$ cat src/rtl/round_pkg.sv
// rtl/round_pkg.sv - format enum, per-format Emax constants and lookup helper for the rounder flag pipe
package round_pkg;

    typedef enum logic [1:0] {
        FMT_SINGLE = 2'b00,
        FMT_DOUBLE = 2'b01,
        FMT_HALF   = 2'b10,
        FMT_RSVD   = 2'b11
    } fmt_e;

    localparam int unsigned EMAX_HALF   = 15;
    localparam int unsigned EMAX_SINGLE = 127;
    localparam int unsigned EMAX_DOUBLE = 1023;

    // Emax for a format, truncated to er_w bits. The reserved code behaves as double.
    function automatic logic [31:0] emax_of(input fmt_e f, input int unsigned er_w);
        logic [31:0] v;
        logic [31:0] mask;
        case (f)
            FMT_HALF:   v = EMAX_HALF;
            FMT_SINGLE: v = EMAX_SINGLE;
            default:    v = EMAX_DOUBLE;
        endcase
        mask = (er_w >= 32) ? '1 : ((32'd1 << er_w) - 32'd1);
        return v & mask;
    endfunction

endpackage

$ cat src/rtl/lzc_param.sv
// rtl/lzc_param.sv - combinational leading-zero counter over a 2**LZ_W-bit vector
// Ports:
//   d_i    in  2**LZ_W  vector scanned from the MSB downward
//   cnt_o  out LZ_W+1   number of leading zeros (2**LZ_W when d_i is all zero)
module lzc_param #(
    parameter int LZ_W = 6
) (
    input  logic [2**LZ_W-1:0] d_i,
    output logic [LZ_W:0]      cnt_o
);

    localparam int W  = 2**LZ_W;
    localparam int OW = LZ_W + 1;

    logic found;

    always_comb begin
        cnt_o = OW'(W);
        found = 1'b0;
        for (int i = W - 1; i >= 0; i--) begin
            if (!found && d_i[i]) begin
                cnt_o = OW'(W - 1 - i);
                found = 1'b1;
            end
        end
    end

endmodule

$ cat src/rtl/round_flags_pipe.sv
// rtl/round_flags_pipe.sv - two-stage valid/ready pipe computing lz, TINY, OVF1 and sticky status
// Ports:
//   clk, rst_n               clock, asynchronous active-low reset
//   in_valid/in_ready        input handshake carrying fr, er, fmt
//   out_valid/out_ready      output handshake carrying lz, tiny, ovf1
//   clear_flags              clears sticky_tiny/sticky_ovf (a same-cycle set wins)
//   sticky_tiny, sticky_ovf  accumulated flags of all handshaked results
module round_flags_pipe
    import round_pkg::*;
#(
    parameter int FR_W = 57,
    parameter int ER_W = 13,
    parameter int LZ_W = 6
) (
    input  logic            clk,
    input  logic            rst_n,
    input  logic            in_valid,
    output logic            in_ready,
    input  logic [FR_W-1:0] fr,
    input  logic [ER_W-1:0] er,
    input  logic [1:0]      fmt,
    output logic            out_valid,
    input  logic            out_ready,
    output logic [LZ_W-1:0] lz,
    output logic            tiny,
    output logic            ovf1,
    input  logic            clear_flags,
    output logic            sticky_tiny,
    output logic            sticky_ovf
);

    localparam int PAD_W = 2**LZ_W - FR_W;

    // Stage-1 combinational results from the input beat
    logic [2**LZ_W-1:0] lzc_in;
    logic [LZ_W:0]      lzc_cnt;
    logic [LZ_W-1:0]    lz_in;
    logic [ER_W-1:0]    emax_in;
    logic               ovf_in;

    // Padding ones below fr cap the count at FR_W, so the MSB of the counter never sets.
    assign lzc_in = {fr, {PAD_W{1'b1}}};

    lzc_param #(.LZ_W(LZ_W)) u_lzc (
        .d_i   (lzc_in),
        .cnt_o (lzc_cnt)
    );

    assign lz_in   = lzc_cnt[LZ_W] ? '1 : lzc_cnt[LZ_W-1:0];
    assign emax_in = ER_W'(emax_of(fmt_e'(fmt), ER_W));
    assign ovf_in  = (fr[0] & (er > (emax_in - ER_W'(1))))
                   | (fr[1] & (er >  emax_in))
                   | (fr[2] & (er > (emax_in + ER_W'(1))));

    // Pipeline state
    logic            s1_valid_q, s1_valid_d;
    logic [ER_W-1:0] s1_er_q,    s1_er_d;
    logic [ER_W-1:0] s1_emax_q,  s1_emax_d;
    logic [LZ_W-1:0] s1_lz_q,    s1_lz_d;
    logic            s1_ovf_q,   s1_ovf_d;
    logic            out_valid_q, out_valid_d;
    logic [LZ_W-1:0] lz_q,       lz_d;
    logic            tiny_q,     tiny_d;
    logic            ovf_q,      ovf_d;
    logic            st_tiny_q,  st_tiny_d;
    logic            st_ovf_q,   st_ovf_d;

    logic            s2_adv;
    logic            s1_adv;
    logic            out_hs;
    logic [ER_W-1:0] tiny_sum;

    assign s2_adv   = !out_valid_q || out_ready;
    assign s1_adv   = !s1_valid_q || s2_adv;
    assign in_ready = s1_adv;
    assign out_hs   = out_valid_q && out_ready;

    // Sign of er + emax - lz decides TINY; wrap-around is intended.
    assign tiny_sum = s1_er_q + s1_emax_q - ER_W'(s1_lz_q);

    always_comb begin
        s1_valid_d  = s1_valid_q;
        s1_er_d     = s1_er_q;
        s1_emax_d   = s1_emax_q;
        s1_lz_d     = s1_lz_q;
        s1_ovf_d    = s1_ovf_q;
        out_valid_d = out_valid_q;
        lz_d        = lz_q;
        tiny_d      = tiny_q;
        ovf_d       = ovf_q;

        if (s1_adv) begin
            s1_valid_d = in_valid;
            if (in_valid) begin
                s1_er_d   = er;
                s1_emax_d = emax_in;
                s1_lz_d   = lz_in;
                s1_ovf_d  = ovf_in;
            end
        end

        if (s2_adv) begin
            out_valid_d = s1_valid_q;
            if (s1_valid_q) begin
                lz_d   = s1_lz_q;
                tiny_d = tiny_sum[ER_W-1];
                ovf_d  = s1_ovf_q;
            end
        end

        // Clear first, then OR in the beat leaving this cycle, so a set wins.
        st_tiny_d = (clear_flags ? 1'b0 : st_tiny_q) | (out_hs & tiny_q);
        st_ovf_d  = (clear_flags ? 1'b0 : st_ovf_q)  | (out_hs & ovf_q);
    end

    always_ff @(posedge clk or negedge rst_n) begin
        if (!rst_n) begin
            s1_valid_q  <= 1'b0;
            s1_er_q     <= '0;
            s1_emax_q   <= '0;
            s1_lz_q     <= '0;
            s1_ovf_q    <= 1'b0;
            out_valid_q <= 1'b0;
            lz_q        <= '0;
            tiny_q      <= 1'b0;
            ovf_q       <= 1'b0;
            st_tiny_q   <= 1'b0;
            st_ovf_q    <= 1'b0;
        end else begin
            s1_valid_q  <= s1_valid_d;
            s1_er_q     <= s1_er_d;
            s1_emax_q   <= s1_emax_d;
            s1_lz_q     <= s1_lz_d;
            s1_ovf_q    <= s1_ovf_d;
            out_valid_q <= out_valid_d;
            lz_q        <= lz_d;
            tiny_q      <= tiny_d;
            ovf_q       <= ovf_d;
            st_tiny_q   <= st_tiny_d;
            st_ovf_q    <= st_ovf_d;
        end
    end

    assign out_valid   = out_valid_q;
    assign lz          = lz_q;
    assign tiny        = tiny_q;
    assign ovf1        = ovf_q;
    assign sticky_tiny = st_tiny_q;
    assign sticky_ovf  = st_ovf_q;

endmodule

$ cat config.mk
export PLATFORM = sky130hd
export DESIGN_NAME = round_flags_pipe
export DESIGN_NICKNAME = d
export VERILOG_FILES = /design/src/rtl/round_pkg.sv /design/src/rtl/lzc_param.sv /design/src/rtl/round_flags_pipe.sv
export SDC_FILE = /design/constraint.sdc
export NUM_CORES = 1
export LEC_CHECK = 0
export CAP_MARGIN = 20
export CORE_MARGIN = 3
export CORE_UTILIZATION = 30
export DETAILED_ROUTE_END_ITERATION = 6
export PLACE_DENSITY = 0.61
export SLEW_MARGIN = 10
export SYNTH_ARGS = -nofsm -noshare
export SYNTH_HDL_FRONTEND = slang
export SYNTH_SLANG_ARGS = --single-unit
$ cat constraint.sdc
create_clock -name clk -period 3.28 [get_ports clk]
set_clock_uncertainty 0.15 [all_clocks]
set_input_delay 0.82 -clock clk [delete_from_list [all_inputs] [get_ports clk]]
set_output_delay 0.82 -clock clk [all_outputs]
set_load 0.02 [all_outputs]
# After elaboration in Yosys (flattened, before gate mapping)
# Index checks and enable logic that the tools add are counted.
# word_totals
register_bits,45
inputBits,77
out_inout_bits,12
wordCells,267
# classes
n_addsub,4
order_cmp,3
n_eq_ne,1
n_mux,119
n_bitwise,9
n_reduce_logical,120
# ops
op,count
$mux 7,58
$mux 1,59
$logic_not 1->1,58
$logic_and 1x1->1,57
$gt 13x13->1,3
$pmux 10 s2,1
$add 13x1->13 const B,1
$add 13x13->13,1
$sub 13x1->13 const B,1
$sub 13x6->13,1
$mux 6,1
$and 1x1->1,5
$or 1x1->1,4
$reduce_and 2->1,2
$eq 2x2->1 const B,1
$logic_not 2->1,1
$logic_or 1x1->1,2

# Depth between registers and ports, before layout
# depth
ltp_word,171
depth_mapped,10

# Modules after synthesis
# From an unflattened synthesis, not the netlist that was laid out.
# hier_totals
cells_unflattened,379
area_unflattened_um2,3184.3
# by_module_without_submodules
module,n_inst,cells_per_inst,area_each_um2,seq_area_each_um2
round_flags_pipe,1,214,2198.4,875.8
lzc_param,1,165,985.9,0.0

# Worst setup path after synthesis
# OpenSTA, ideal clock, no wires.
# synth_timing
path_kind,input port to flip-flop
startpoint,input fr[55]
endpoint,register s1_lz_q[1]
setup_ns,0.087
arrival_time_ns,2.533
setup_slack_ns,0.510
cell_stages,7
cell_sequence,or4_4 > and3b_1 > buf_6 > nand2_4 > or4_1 > o2111a_1 > a211oi_2
# synth_via
elab_chain_cells,169
word_cells_on_any_way,225
cone_classes,mux: 114; reduce/logical: 111
# synth_lines
item,line,rtl
from (decl),round_flags_pipe.sv:19,"input logic [FR_W-1:0] fr,"
$logic_and 1x1->1 *,lzc_param.sv:21,if (!found && d_i[i]) begin
$mux 1,lzc_param.sv:21,
$logic_not 1->1,lzc_param.sv:21,
$logic_and 1x1->1,lzc_param.sv:21,
$mux 1,lzc_param.sv:21,
$logic_not 1->1,lzc_param.sv:21,
$logic_and 1x1->1,lzc_param.sv:21,
$mux 1,lzc_param.sv:21,
[153 not listed],-,
$logic_not 1->1,lzc_param.sv:21,
$logic_and 1x1->1,lzc_param.sv:21,
$mux 1,lzc_param.sv:21,
$logic_not 1->1,lzc_param.sv:21,
$logic_and 1x1->1,lzc_param.sv:21,
$mux 7 or $mux 1 (tied branches),lzc_param.sv:21,
$mux 7 *,lzc_param.sv:21,
$mux 6 *,round_flags_pipe.sv:49,assign lz_in = lzc_cnt[LZ_W] ? '1 : lzc_cnt[LZ_W-1:0];
to (signal assigned),round_flags_pipe.sv:133,s1_lz_q <= s1_lz_d;
to (decl),round_flags_pipe.sv:59,"logic [LZ_W-1:0] s1_lz_q, s1_lz_d;"
# Mark *: on every way between the ends. The rest lies on a longest branch, timed or not.
# A chain may end at the register's enable or synchronous reset.

# Worst setup path after layout
# layout_timing
startpoint,input out_ready
endpoint,output in_ready
# layout_via
elab_chain_cells,2
# layout_lines
item,line,rtl
from (decl),round_flags_pipe.sv:23,"input logic out_ready,"
$logic_or 1x1->1,round_flags_pipe.sv:73,assign s2_adv = !out_valid_q || out_ready;
$logic_or 1x1->1,round_flags_pipe.sv:74,assign s1_adv = !s1_valid_q || s2_adv;
to (decl),round_flags_pipe.sv:18,"output logic in_ready,"
# No other way between the ends.

==> reports/results.tsv <==
stage	metric	value	unit
status	outcome	completed	
setup_path	Worst path slowest cell	clkdlybuf4s50_1	
layout	final net count	560	
detailed_routing	first-pass iteration count of the detailed router	4	
clock_network	CTS Root Cell	clkbuf_8	
pwr	Final Power	1.473	mW
logic_synthesis	top cells by instance count after synthesis	inv_1 (46), dfrtp_1 (35), nand2_1 (34), nor2_1 (33), ha_1 (28)	
sta	Fmax	319.9	MHz
sta	max-slew violations	0	
die	Die Ht	104.0	µm
grt	initial antenna violation count	0	
detailed_routing	drt total wl	7.574	mm
setup_path	critical-path cell list	clkdlybuf4s50_1, nand3b_1, clkdlybuf4s50_1	
place	Post-DP HPWL	6.422	mm
clock_network	post_cts resized	0	
hold_path	worst hold-check path type	flip-flop to flip-flop	
grt	vias in the first global route	2953	
setup_path	arrival time worst endpoint	2160	ps
logic_synthesis	Post-synth ARST share	100.0	%
grt	gr busiest metal	met2	
setup_path	Top delay family on crit path	buffers and inverters	
sta	WHS	335.1	ps
die	Core ar.	0.009284	mm²
setup_path	WS Path Type	primary input to output pin	
clock_network	CTS buffer count	5	
detailed_routing	DRC viols	0	
sta	relative slew slack	59.10	%
grt	routing usage on met2	24.98	%
setup_path	Crit Path Max Fanout	4	
place	routability cong.	0.8355	
place	port bufs	88	
clock_network	CTS max path bufs	2	
grt	met1 Use GR	18.21	%
clock_network	CTS tree	done	
detailed_routing	Iter 0 DRT Violations	89	
sta	transition time of the tightest slew-check pin	598.1	ps
clock_network	H-tree depth	2	
clock_network	worst-skew pair later-pin latency	290	ps
sta	post-route minimum period	3126	ps
clock_network	clock sinks	35	
setup_path	startpoint types	primary input	
detailed_routing	wire length per cell	13.06	µm
logic_synthesis	Seq/Total Area, Yosys	30.42	%
grt	overall routing resource usage	14.64	%
detailed_routing	final antenna-violating net count	0	
die	std cell rows	35	
clock_network	post-CTS setup buffer count	0	
logic_synthesis	yosys warns	0	
logic_synthesis	count leader, synth	inv_1	
setup_path	CP most frequent cell	clkdlybuf4s50_1	
logic_synthesis	post-synth top area cell	dfrtp_1	
logic_synthesis	Netlist Area Pre-Place	0.002879	mm²
sta	Final Hold Fails	0	
layout	Layout fillers	964	
sta	period utilisation layout	95.31	%
grt	M3 GR Usage	3.911	%
detailed_routing	Vias	2825	
setup_path	Buf+Inv Stages, Crit Path	2	
logic_synthesis	largest cells by area after synthesis	dfrtp_1 (30%), ha_1 (12%), inv_1 (6.0%), o21ai_0 (4.7%), nand2_1 (4.4%)	
sta	PnR worst setup slack	154.0	ps
setup_path	Worst path max stage delay	630	ps
grt	global route overflow	0	
sta	# setup viols final	0	
place	pre-CTS setup slack	-29.10	ps
layout	# diodes	0	
layout	layout cell share with drive strength beyond 1	7.539	%
layout	Finished Core Util	44.07	%
layout	area added between synthesis and finish	42.11	%
pwr	PwrDens	359.9	mW/mm²
logic_synthesis	post-synthesis cell type count	53	
logic_synthesis	Most used DFF post-synth	dfrtp_1	
logic_synthesis	Post-Synthesis Cells	350	
setup_path	kind of end point of the critical path	output pin	
setup_path	worst path required time	2310	ps
logic_synthesis	area fraction of the dominant cell type after synthesis	30.42	%
die	die area	0.01081	mm²
grt	first-pass GRT wire length	13.31	mm
die	Top Ports	89	
pwr	Peak VDD IR	0.0001813	V
logic_synthesis	syn_area_per_cell	8.226	µm²
logic_synthesis	Post-synth EDFFs	0	
run	# Max-Cap Violations	0	
die	die width	104.0	µm
grt	largest net degree at the start of global routing	36	
logic_synthesis	FF+latch count, synth	35	
clock_network	CTS clock-pin slew for the worst setup and hold paths	70	ps
die	Initial Util	31.01	%
clock_network	Hold-fix buffers, CTS	0	
detailed_routing	Via density	4.871	
sta	RSZ-0062 raised after global routing	false	
pwr	leakage power	1.774	nW
placed cells by master (no fill, tap or decap), types with 2 or more instances in the layout:
cell type,Yosys,layout
nand3b_1,2,2
a21oi_1,17,17
buf_4,0,11
a221oi_1,3,3
nand3_1,9,9
nand4b_1,3,3
a41oi_1,2,2
or4_1,6,6
a31oi_1,2,2
inv_1,46,46
dfrtp_1,35,35
nand2b_1,9,9
o41ai_1,2,2
and2_1,2,2
clkbuf_8,0,6
fa_1,5,5
mux2_2,7,7
nand4_1,4,4
clkdlybuf4s50_1,0,88
ha_1,28,28
and3_1,3,3
nor2b_1,4,4
nor2_1,33,33
nand2_1,34,34
nor4_1,11,11
nor3_1,12,12
a21o_1,2,2
conb_1,1,2
o21ai_0,27,27
o31ai_1,4,4
o2111ai_1,3,3
a211oi_1,3,3
a2111oi_0,3,3
layer usage:
metal	up-vias	share of wire [%]
met5	-	0
met4	0	1.3
met3	8	6.1
met2	69	48
met1	1294	44
li1	1454	-
worst min-delay path, delay by kind of cell, from the launching register on:
kind / cells / cell delay, ps
AOI/OAI and AO/OA: 1 / 60
and+or+nand+nor: 1 / 50
DFF: 1 / 340
power breakdown:
part	internal [mW]	leakage [nW]	total, mW	switching, mW
registers	0.491	0.420	0.525	0.0337
logic	0.274	1.29	0.541	0.267
clock network	0.246	0.0612	0.407	0.161
final timing paths:
path                                          start                        to  slack, ps  cells after the start
max in group asynchronous                     rst_n    s1_er_q[1]$_DFFE_PN0P_       1850                      2
setup / recovery                          out_ready                  in_ready        150                      3
min in group asynchronous                     rst_n    s1_er_q[9]$_DFFE_PN0P_        800                      2
setup reg to reg           s1_emax_q[6]$_DFFE_PN0P_          tiny$_DFFE_PN0P_        470                      9
hold reg to reg            s1_emax_q[6]$_DFFE_PN0P_  s1_emax_q[6]$_DFFE_PN0P_        340                      2
hold / removal             s1_emax_q[6]$_DFFE_PN0P_  s1_emax_q[6]$_DFFE_PN0P_        340                      2
sequential cells by signal, summed over array words and instances, names as in the netlist:
register	flops
tiny	1
s1_er_q	13
sticky_ovf	1
out_valid	1
ovf1	1
s1_lz_q	6
s1_emax_q	3
sticky_tiny	1
s1_ovf_q	1
s1_valid_q	1
lz	6
kinds of logic after synthesis:
kind of cell	Yosys count	synth area share [%]
compound gates	79	17.86
xor+xnor	1	0.3043
fa+ha+maj	33	15.65
buf+inv	53	7.171
flops	35	30.42
mux	7	2.738
other cells	1	0.1303
simple gates	141	25.73
final cells by class:
type                       instances  area [µm²]  share of cell area (%)
clock buffer                       6       82.58                   2.018
clock inverter                     2       35.03                  0.8563
tap                              129       161.4                   3.945
sequential                        35       875.8                   21.41
inverter                          46       172.7                   4.220
timing repair buffer              99       963.4                   23.55
multi-input combinational        263        1800                   44.01
metrics by stage:
| stage | instance area (µm²) | TNS [ps] | cells |
|---|---|---|---|
| after floorplan | 2883 | 0 | 351 |
| after global placement | 3974 | 0 | 572 |
| final | 4091 | 0 | 580 |
| after detailed placement | 3974 | -29.10 | 572 |
| after global routing | 4091 | 0 | 580 |
| after CTS | 4091 | 0 | 580 |
No activity file was read; power rests on OpenSTA's default activity.
